`src/rtl/shapool_pkg.sv`:
```
// Shared widths, state encodings and debug view for the shapool host controller.
package shapool_pkg;

  localparam int JOB_CONFIG_WIDTH    = 360;
  localparam int DEVICE_CONFIG_WIDTH = 8;
  localparam int RESULT_DATA_WIDTH   = 32;
  localparam int LEN_W               = 16;

  typedef enum logic [2:0] {
    ST_IDLE,
    ST_CFG,
    ST_JOB,
    ST_WAIT,
    ST_READ,
    ST_DONE
  } state_t;

  typedef enum logic [2:0] {
    SP_IDLE,
    SP_LEAD,
    SP_HIGH,
    SP_LOW,
    SP_TAIL,
    SP_GAP
  } spi_phase_t;

  typedef struct packed {
    state_t     state;
    spi_phase_t bc_phase;
    spi_phase_t dy_phase;
  } dbg_t;

endpackage

```
`src/rtl/spi_shift_master.sv`:
```
// Mode-0 MSB-first SPI frame engine: cs_n framing, SCK divider, shift-out and shift-in.
module spi_shift_master
  import shapool_pkg::*;
#(
  parameter int DATA_W  = 8,
  parameter int CLK_DIV = 4
) (
  input  logic              clk_in,
  input  logic              reset_in,
  input  logic              i_start,
  input  logic              i_abort,
  input  logic [DATA_W-1:0] i_data,
  input  logic [LEN_W-1:0]  i_len,
  input  logic              i_sdi,
  output logic              o_sck,
  output logic              o_sdo,
  output logic              o_cs_n,
  output logic              o_done,
  output logic [DATA_W-1:0] o_rdata,
  output spi_phase_t        o_phase
);

  // Handshake: i_start is a one-cycle pulse honoured only in SP_IDLE, with i_data
  // (left-aligned) and i_len valid in that cycle; o_done pulses once after the
  // cs_n-high gap, when o_rdata holds the last i_len received bits in its LSBs.
  localparam logic [15:0] DIV_LAST = 16'(CLK_DIV - 1);

  spi_phase_t        r_phase;
  logic [15:0]       r_div;
  logic [LEN_W-1:0]  r_bits;
  logic [DATA_W-1:0] r_shift;
  logic [DATA_W-1:0] r_rx;
  logic              r_sck;
  logic              r_sdo;
  logic              r_cs_n;
  logic              r_done;

  always_ff @(posedge clk_in or posedge reset_in) begin
    if (reset_in) begin
      r_phase <= SP_IDLE;
      r_div   <= '0;
      r_bits  <= '0;
      r_shift <= '0;
      r_rx    <= '0;
      r_sck   <= 1'b0;
      r_sdo   <= 1'b0;
      r_cs_n  <= 1'b1;
      r_done  <= 1'b0;
    end else begin
      r_done <= 1'b0;
      if (i_abort) begin
        r_phase <= SP_IDLE;
        r_div   <= '0;
        r_sck   <= 1'b0;
        r_sdo   <= 1'b0;
        r_cs_n  <= 1'b1;
      end else begin
        case (r_phase)
          SP_IDLE: begin
            if (i_start) begin
              r_cs_n  <= 1'b0;
              r_shift <= i_data;
              r_sdo   <= i_data[DATA_W-1];
              r_bits  <= i_len;
              r_div   <= '0;
              r_phase <= SP_LEAD;
            end
          end
          default: begin
            if (r_div != DIV_LAST) begin
              r_div <= r_div + 16'd1;
            end else begin
              r_div <= '0;
              case (r_phase)
                SP_LEAD, SP_LOW: begin
                  // Sample on the rising edge; the slave drove this bit while SCK was low.
                  r_sck   <= 1'b1;
                  r_rx    <= {r_rx[DATA_W-2:0], i_sdi};
                  r_phase <= SP_HIGH;
                end
                SP_HIGH: begin
                  r_sck  <= 1'b0;
                  r_bits <= r_bits - LEN_W'(1);
                  if (r_bits == LEN_W'(1)) begin
                    r_phase <= SP_TAIL;
                  end else begin
                    r_shift <= r_shift << 1;
                    r_sdo   <= r_shift[DATA_W-2];
                    r_phase <= SP_LOW;
                  end
                end
                SP_TAIL: begin
                  r_cs_n  <= 1'b1;
                  r_sdo   <= 1'b0;
                  r_phase <= SP_GAP;
                end
                SP_GAP: begin
                  r_done  <= 1'b1;
                  r_phase <= SP_IDLE;
                end
                default: r_phase <= SP_IDLE;
              endcase
            end
          end
        endcase
      end
    end
  end

  assign o_sck   = r_sck;
  assign o_sdo   = r_sdo;
  assign o_cs_n  = r_cs_n;
  assign o_done  = r_done;
  assign o_rdata = r_rx;
  assign o_phase = r_phase;

endmodule

```
`src/rtl/shapool_host.sv`:
```
// Host sequencer: configures a daisy chain of hashing devices, broadcasts a job,
// waits for READY and reads back one nonce per device.
module shapool_host
  import shapool_pkg::*;
#(
  parameter int          NUM_DEVICES  = 1,
  parameter int          CLK_DIV      = 4,
  parameter logic [31:0] WAIT_TIMEOUT = 32'hFFFF_FFFF
) (
  input  logic                                       clk_in,
  input  logic                                       reset_in,
  input  logic                                       start_in,
  input  logic                                       abort_in,
  input  logic [NUM_DEVICES*DEVICE_CONFIG_WIDTH-1:0] device_config_in,
  input  logic [JOB_CONFIG_WIDTH-1:0]                job_config_in,
  output logic                                       sck0_out,
  output logic                                       sdo0_out,
  output logic                                       cs0_n_out,
  output logic                                       sck1_out,
  output logic                                       sdo1_out,
  output logic                                       cs1_n_out,
  input  logic                                       sdi1_in,
  input  logic                                       ready_n_in,
  output logic                                       busy_out,
  output logic                                       done_out,
  output logic                                       timeout_out,
  output logic [NUM_DEVICES*RESULT_DATA_WIDTH-1:0]   result_out,
  output dbg_t                                       dbg_out
);

  localparam int DCW = NUM_DEVICES * DEVICE_CONFIG_WIDTH;
  localparam int RW  = NUM_DEVICES * RESULT_DATA_WIDTH;

  state_t                      r_state;
  state_t                      w_next;
  logic                        r_entered;
  logic                        r_sync1;
  logic                        r_sync2;
  logic [DCW-1:0]              r_dev_cfg;
  logic [JOB_CONFIG_WIDTH-1:0] r_job_cfg;
  logic [RW-1:0]               r_result;
  logic                        r_timeout;
  logic [31:0]                 r_wait_cnt;

  logic                        w_ready;
  logic                        w_abort;
  logic                        w_bc_start;
  logic                        w_dy_start;
  logic                        w_bc_done;
  logic                        w_dy_done;
  logic [RW-1:0]               w_dy_data;
  logic [LEN_W-1:0]            w_dy_len;
  logic [RW-1:0]               w_dy_rdata;
  logic [JOB_CONFIG_WIDTH-1:0] w_bc_rdata_unused;
  spi_phase_t                  w_bc_phase;
  spi_phase_t                  w_dy_phase;

  assign w_ready = ~r_sync2;
  // DONE is excluded: the job has already ended there.
  assign w_abort = abort_in && (r_state != ST_IDLE) && (r_state != ST_DONE);

  always_ff @(posedge clk_in or posedge reset_in) begin
    if (reset_in) begin
      r_state   <= ST_IDLE;
      r_entered <= 1'b0;
    end else begin
      r_state   <= w_next;
      r_entered <= (w_next != r_state);
    end
  end

  always_comb begin
    w_next   = r_state;
    busy_out = (r_state != ST_IDLE);
    done_out = (r_state == ST_DONE);
    case (r_state)
      ST_IDLE: if (start_in) w_next = ST_CFG;
      ST_CFG:  if (w_dy_done) w_next = ST_JOB;
      ST_JOB:  if (w_bc_done) w_next = ST_WAIT;
      ST_WAIT: begin
        if (w_ready) w_next = ST_READ;
        else if (r_wait_cnt == WAIT_TIMEOUT) w_next = ST_DONE;
      end
      ST_READ: if (w_dy_done) w_next = ST_DONE;
      ST_DONE: w_next = ST_IDLE;
      default: w_next = ST_IDLE;
    endcase
    if (w_abort) w_next = ST_DONE;
  end

  always_ff @(posedge clk_in or posedge reset_in) begin
    if (reset_in) begin
      r_sync1 <= 1'b1;
      r_sync2 <= 1'b1;
    end else begin
      r_sync1 <= ready_n_in;
      r_sync2 <= r_sync1;
    end
  end

  // r_wait_cnt equals the number of WAIT cycles elapsed, including the current one.
  always_ff @(posedge clk_in or posedge reset_in) begin
    if (reset_in) begin
      r_dev_cfg  <= '0;
      r_job_cfg  <= '0;
      r_result   <= '0;
      r_timeout  <= 1'b0;
      r_wait_cnt <= 32'd1;
    end else begin
      if (r_state == ST_IDLE && start_in) begin
        r_dev_cfg <= device_config_in;
        r_job_cfg <= job_config_in;
      end
      r_wait_cnt <= (r_state == ST_WAIT) ? r_wait_cnt + 32'd1 : 32'd1;
      if (w_next == ST_DONE && r_state != ST_DONE) begin
        if (r_state == ST_READ && !w_abort) begin
          r_result  <= w_dy_rdata;
          r_timeout <= 1'b0;
        end else begin
          r_timeout <= 1'b1;
        end
      end
    end
  end

  always_comb begin
    w_bc_start = r_entered && (r_state == ST_JOB);
    w_dy_start = r_entered && (r_state == ST_CFG || r_state == ST_READ);
    w_dy_data  = '0;
    w_dy_len   = LEN_W'(RW);
    if (r_state == ST_CFG) begin
      w_dy_data = {r_dev_cfg, {(RW - DCW){1'b0}}};
      w_dy_len  = LEN_W'(DCW);
    end
  end

  spi_shift_master #(
    .DATA_W  (JOB_CONFIG_WIDTH),
    .CLK_DIV (CLK_DIV)
  ) u_bcast (
    .clk_in   (clk_in),
    .reset_in (reset_in),
    .i_start  (w_bc_start),
    .i_abort  (w_abort),
    .i_data   (r_job_cfg),
    .i_len    (LEN_W'(JOB_CONFIG_WIDTH)),
    .i_sdi    (1'b0),
    .o_sck    (sck0_out),
    .o_sdo    (sdo0_out),
    .o_cs_n   (cs0_n_out),
    .o_done   (w_bc_done),
    .o_rdata  (w_bc_rdata_unused),
    .o_phase  (w_bc_phase)
  );

  spi_shift_master #(
    .DATA_W  (RW),
    .CLK_DIV (CLK_DIV)
  ) u_daisy (
    .clk_in   (clk_in),
    .reset_in (reset_in),
    .i_start  (w_dy_start),
    .i_abort  (w_abort),
    .i_data   (w_dy_data),
    .i_len    (w_dy_len),
    .i_sdi    (sdi1_in),
    .o_sck    (sck1_out),
    .o_sdo    (sdo1_out),
    .o_cs_n   (cs1_n_out),
    .o_done   (w_dy_done),
    .o_rdata  (w_dy_rdata),
    .o_phase  (w_dy_phase)
  );

  assign timeout_out       = r_timeout;
  assign result_out        = r_result;
  assign dbg_out.state     = r_state;
  assign dbg_out.bc_phase  = w_bc_phase;
  assign dbg_out.dy_phase  = w_dy_phase;

endmodule

```
`config.mk`:
```
export PLATFORM = sky130hd
export DESIGN_NAME = shapool_host
export DESIGN_NICKNAME = d
export VERILOG_FILES = /design/src/rtl/shapool_pkg.sv /design/src/rtl/spi_shift_master.sv /design/src/rtl/shapool_host.sv
export SDC_FILE = /design/constraint.sdc
export NUM_CORES = 2
export LEC_CHECK = 0
export BUFFER_PORTS_ARGS = -buffer_cell sky130_fd_sc_hd__buf_2
export CAP_MARGIN = 25
export CORE_MARGIN = 1.5
export CORE_UTILIZATION = 35
export CTS_CLUSTER_DIAMETER = 60
export DETAILED_ROUTE_END_ITERATION = 10
export PLACE_DENSITY_LB_ADDON = 0.08
export SYNTH_ARGS = -nofsm -noshare
export SYNTH_HDL_FRONTEND = slang
export SYNTH_HIERARCHICAL = 1
export SYNTH_SLANG_ARGS = --single-unit
export TNS_END_PERCENT = 30
```
`constraint.sdc`:
```
create_clock -name clk_in -period 57.2 [get_ports clk_in]
set_input_delay 11.44 -clock clk_in [delete_from_list [all_inputs] [get_ports clk_in]]
set_output_delay 11.44 -clock clk_in [all_outputs]
set_load 0.01 [all_outputs]
```
# == Word-level counts from Yosys, hierarchy flattened ==
# Cells that the tools add are included.
# word_totals
ff_bits,939
out_inout_bits,50
word_cells,198
# classes
add_sub_neg,5
n_eq_ne,39
muxes,88
bitwise_logic,3
n_reduce_logical,37
# op_table
operator,count
359-bit 2-to-1 mux,5
16-bit 2-to-1 mux,16
31-bit 2-to-1 mux,5
32-bit 2-to-1 mux,2
3-bit 2-to-1 mux,17
1-bit 2-to-1 mux,35
"16-bit by 1-bit adder with 16-bit output, second input constant",2
"32-bit by 1-bit adder with 32-bit output, second input constant",1
"16-bit by 1-bit equality test with 1-bit output, second input constant",2
"32-bit equality test, second input constant",1
"16-bit by 2-bit inequality test with 1-bit output, second input constant",2
"16-bit by 1-bit subtractor with 16-bit output, second input constant",2
"3-bit equality test, second input constant",7
4-bit AND reduction,5
"3-bit by 2-bit equality test with 1-bit output, second input constant",6
3-bit one-hot mux with 3 select lines,2
"2-bit inequality test, second input constant",8
3-bit one-hot mux with 5 select lines,1
3-bit nonzero test,5
3-bit AND reduction,4
5-bit AND reduction,2
"3-bit by 1-bit equality test with 1-bit output, second input constant",3
3-bit zero test,3
"3-bit inequality test, second input constant",3
other kinds (14),33

# == Longest topological paths before layout ==
# depth
word_depth,8
mapped_depth,9
mapped_depth_nobuf,7

# == Cells and area by module ==
# The synthesis kept the hierarchy.
# modules_own_cells
module,n_inst,cells_each,area_each_um2,seq_area_each_um2
spi_shift_master (u_bcast),1,2274,30753.2,18969.4
shapool_host,1,1063,16958.8,10989.3
spi_shift_master (u_daisy),1,452,4868.4,2553.7

# == Least setup slack after synthesis ==
# OpenSTA, ideal clock, no wires.
# synth_timing
kind,input-to-reg
startpoint,in abort_in
endpoint,reg u_bcast.r_sdo (netlist: u_bcast/o_sdo)
arrival_ps,13022
t_required_ps,57075
setup_slack_ps,44053
stages,6
cell_sequence,inv_1 > nor3b_1 > clkbuf_1 > nor3_1 > a211oi_1 > mux2_2
# synth_between
elab_chain_cells,4
word_cells_on_any_way,8
cone_classes,eq/ne: 3; mux: 1; reduce/logical: 4
# synth_lines
item,line,source
start: declaration,shapool_host.sv:13,"input logic abort_in,"
1-bit logical AND (*) (2 in series),shapool_host.sv:60,assign w_abort = abort_in && (r_state != ST_IDLE) && (r_state != ST_DONE);
named net w_abort,shapool_host.sv:46,logic w_abort;
"4-bit inequality test (no source line), or another cell as far along",--,
4-bit AND reduction (no source line),--,
end signal: assignment,spi_shift_master.sv:63,r_sdo <= i_data[DATA_W-1];
end signal: assignment,spi_shift_master.sv:88,r_sdo <= r_shift[DATA_W-2];
end: declaration,spi_shift_master.sv:34,logic r_sdo;
# Mark *: on every way through the listed nets, which the timed path passes. The rest lies on a longest branch.
# A chain may end at the register's enable or synchronous reset.

# == Worst setup path after layout ==
# layout_timing
startpoint,in abort_in
endpoint,reg u_bcast.r_shift[339]
# layout_between
elab_chain_cells,4
# layout_lines
item,line,source
1-bit logical AND (2 in series),shapool_host.sv:60,
named net w_abort,shapool_host.sv:46,
1-bit inverter (no source line),--,
5-bit AND reduction (no source line),--,
end signal: assignment,spi_shift_master.sv:62,r_shift <= i_data;
end signal: assignment,spi_shift_master.sv:87,r_shift <= r_shift << 1;
end: declaration,spi_shift_master.sv:31,logic [DATA_W-1:0] r_shift;
# The timed path passes the listed nets, and every way through them passes these cells.

==> impl_metrics.ini <==
[drt]
dr_total_vias = 27000
drt_iter0_drc = 1362
drt_first_pass_iters = 7
post_drt_via_cell_ratio = 5.39
drc = 0
wl_per_cell_um = 20.5
routed_wl_um = 103000
antenna_left = 0

[die]
core_um2 = 111000
boundaryPins = 424
die_width_um = 338
rows = 122
die_area_um2 = 114000
initial_core_util_pct = 35.4
die_h_um = 338

[sta]
grt_setup_unrepaired = false
finalSetupViolCount = 0
hold_violations = 0
whs_ns = 0.368
drv_slew = 0
finalSetupTns_ns = 0
fin_worst_skew_ns = 0.0271
period_share_pct = 25.5
slew_headroom_pct = 22.3
max_freq_mhz = 68.6
worst_pin_slew_ns = 1.17
min_period_ns = 14.58

[clock_network]
cts_setup_buffers = 0
clock_path_buffers = 3
cts_buffers = 113
clockRootBuffer = clkbuf_16
cts_tree = done
cts_hold_buf = 0
cts_resized = 0
clkTransAtPathRegs_ns = 0.06
clock_latency_ns = 0.70
numClockSinks = 939
cts_htree_levels = 3

[global_routing]
grt_pass1_wl_um = 167000
antenna_found_initial = 40
overflow = 0
grt_max_degree = 210
grt_pass1_vias = 28300
grtUsageTotal_pct = 17.9

[power_and_ir_drop]
p_leak_nw = 19.5
ir_drop_v = 0.0000423
power_per_cell_area_nw_per_um2 = 57.9

[min_path]
min_delay_path_depth = 0
hp-class = reg -> reg

[finish]
area.growth.synth_to_final_pct = 18.5
drive_above_1_share_pct = 32.5
multi_input_area_um2 = 14600
regArea_um2 = 23500
final_common_cell = dfrtp_1
fill_cells = 10400
layout.nets = 3787
final_cell_mix = dfrtp_1, mux2_2, buf_2

[synthesis]
yosys_warnings = 6
synthCells = 3029
syn-cell-area_um2 = 39300
syn_avg_cell_area_um2 = 13.0

[setup_path]
cp_slowest_cell = buf_4
path_max_fanout = 80
cp_cell_sequence = buf_2 -> inv_1 -> nor3b_2 -> buf_4 -> a211o_1 -> a21oi_4 -> buf_12 -> buf_4 -> buf_4 -> buf_16 -> buf_4 -> a2bb2oi_1
path_delay_family = buffers and inverters
cp.depth = 12
rr_worst_depth = 10
critPathMaxStageDelay_ns = 0.72
required_ns = 57.80
path_class = in -> reg
cpMostUsedCell = buf_4
crit_buf_inv = 8
critPathLaunchType = input port
endpoint_kind = register
worst-endpoint-arrival_ns = 15.18

[placement]
portBuffers = 423
hpwl_um = 62500
gp_congestion = 0.782

[outcome]
outcome = complete, no violations

[flow_run]
max_cap_violations = 0
layout make-up:
cell class / count / area share, %
inverters: 27 / 0.252
flip-flops and latches: 939 / 50.4
clock buffers: 165 / 7.07
clock inverters: 47 / 1.09
well taps: 1488 / 3.99
multi-input cells: 1857 / 31.4
diodes: 15 / 0.0805
repair buffers: 468 / 5.70
through the flow:
stage          setup WS (ns)  total power, mW  area [um2]  cells  util [%]
2_1_floorplan          33.53             1.78       39500   3082         -
3_3_place_gp           41.11             1.96       42600   4772      38.4
3_5_place_dp           41.03             1.99       42600   4774      38.4
4_1_cts                41.80             2.73       46500   4986      41.9
5_1_grt                42.44             2.88       46600   5002      42.0
6_report               42.62             2.70       46600   5006      42.0
flip-flops by register name, indices dropped and copies added, names as in the netlist, 3 cells and up:
name,count
u_bcast/r_shift,359
r_state,3
r_wait_cnt,32
u_daisy/r_shift,31
u_daisy/o_rdata,32
result_out,32
u_bcast/r_div,16
u_bcast/r_bits,16
u_daisy/r_bits,16
u_bcast/o_phase,3
r_dev_cfg,8
u_daisy/r_div,16
r_job_cfg,360
u_daisy/o_phase,3
worst register-to-register path: cells and delay by family, from the launching register on:
kind | cells | cell delay [ns]
buf+inv | 5 | 2.16
compound gates | 4 | 1.39
simple gates | 1 | 0.66
flops | 1 | 0.65
worst paths after layout:
check	to	from	slack, ns
worst max-delay path	u_bcast/r_shift[339]	abort_in	42.62
worst min-delay path	r_sync2	r_sync1	0.37
worst max register to register	u_bcast/r_shift[339]	r_state[0]	52.26
worst min register to register	r_sync2	r_sync1	0.37
max in group asynchronous	u_bcast/r_shift[252]	reset_in	43.67
min in group asynchronous	u_daisy/o_done	reset_in	10.83
per-layer routing:
metal / track usage [%] / share of wire (%)
met1: 23.2 / 43
met4: 5.51 / 2.8
met3: 4.17 / 4.9
met2: 29.8 / 49
met5: 0 / 0.24
report_power, final:
group | switching [mW] | internal [mW]
Combinational | 0.462 | 0.438
Sequential | 0.155 | 0.923
Clock | 0.287 | 0.432
Note: power is estimated with default switching activity, not from simulation.
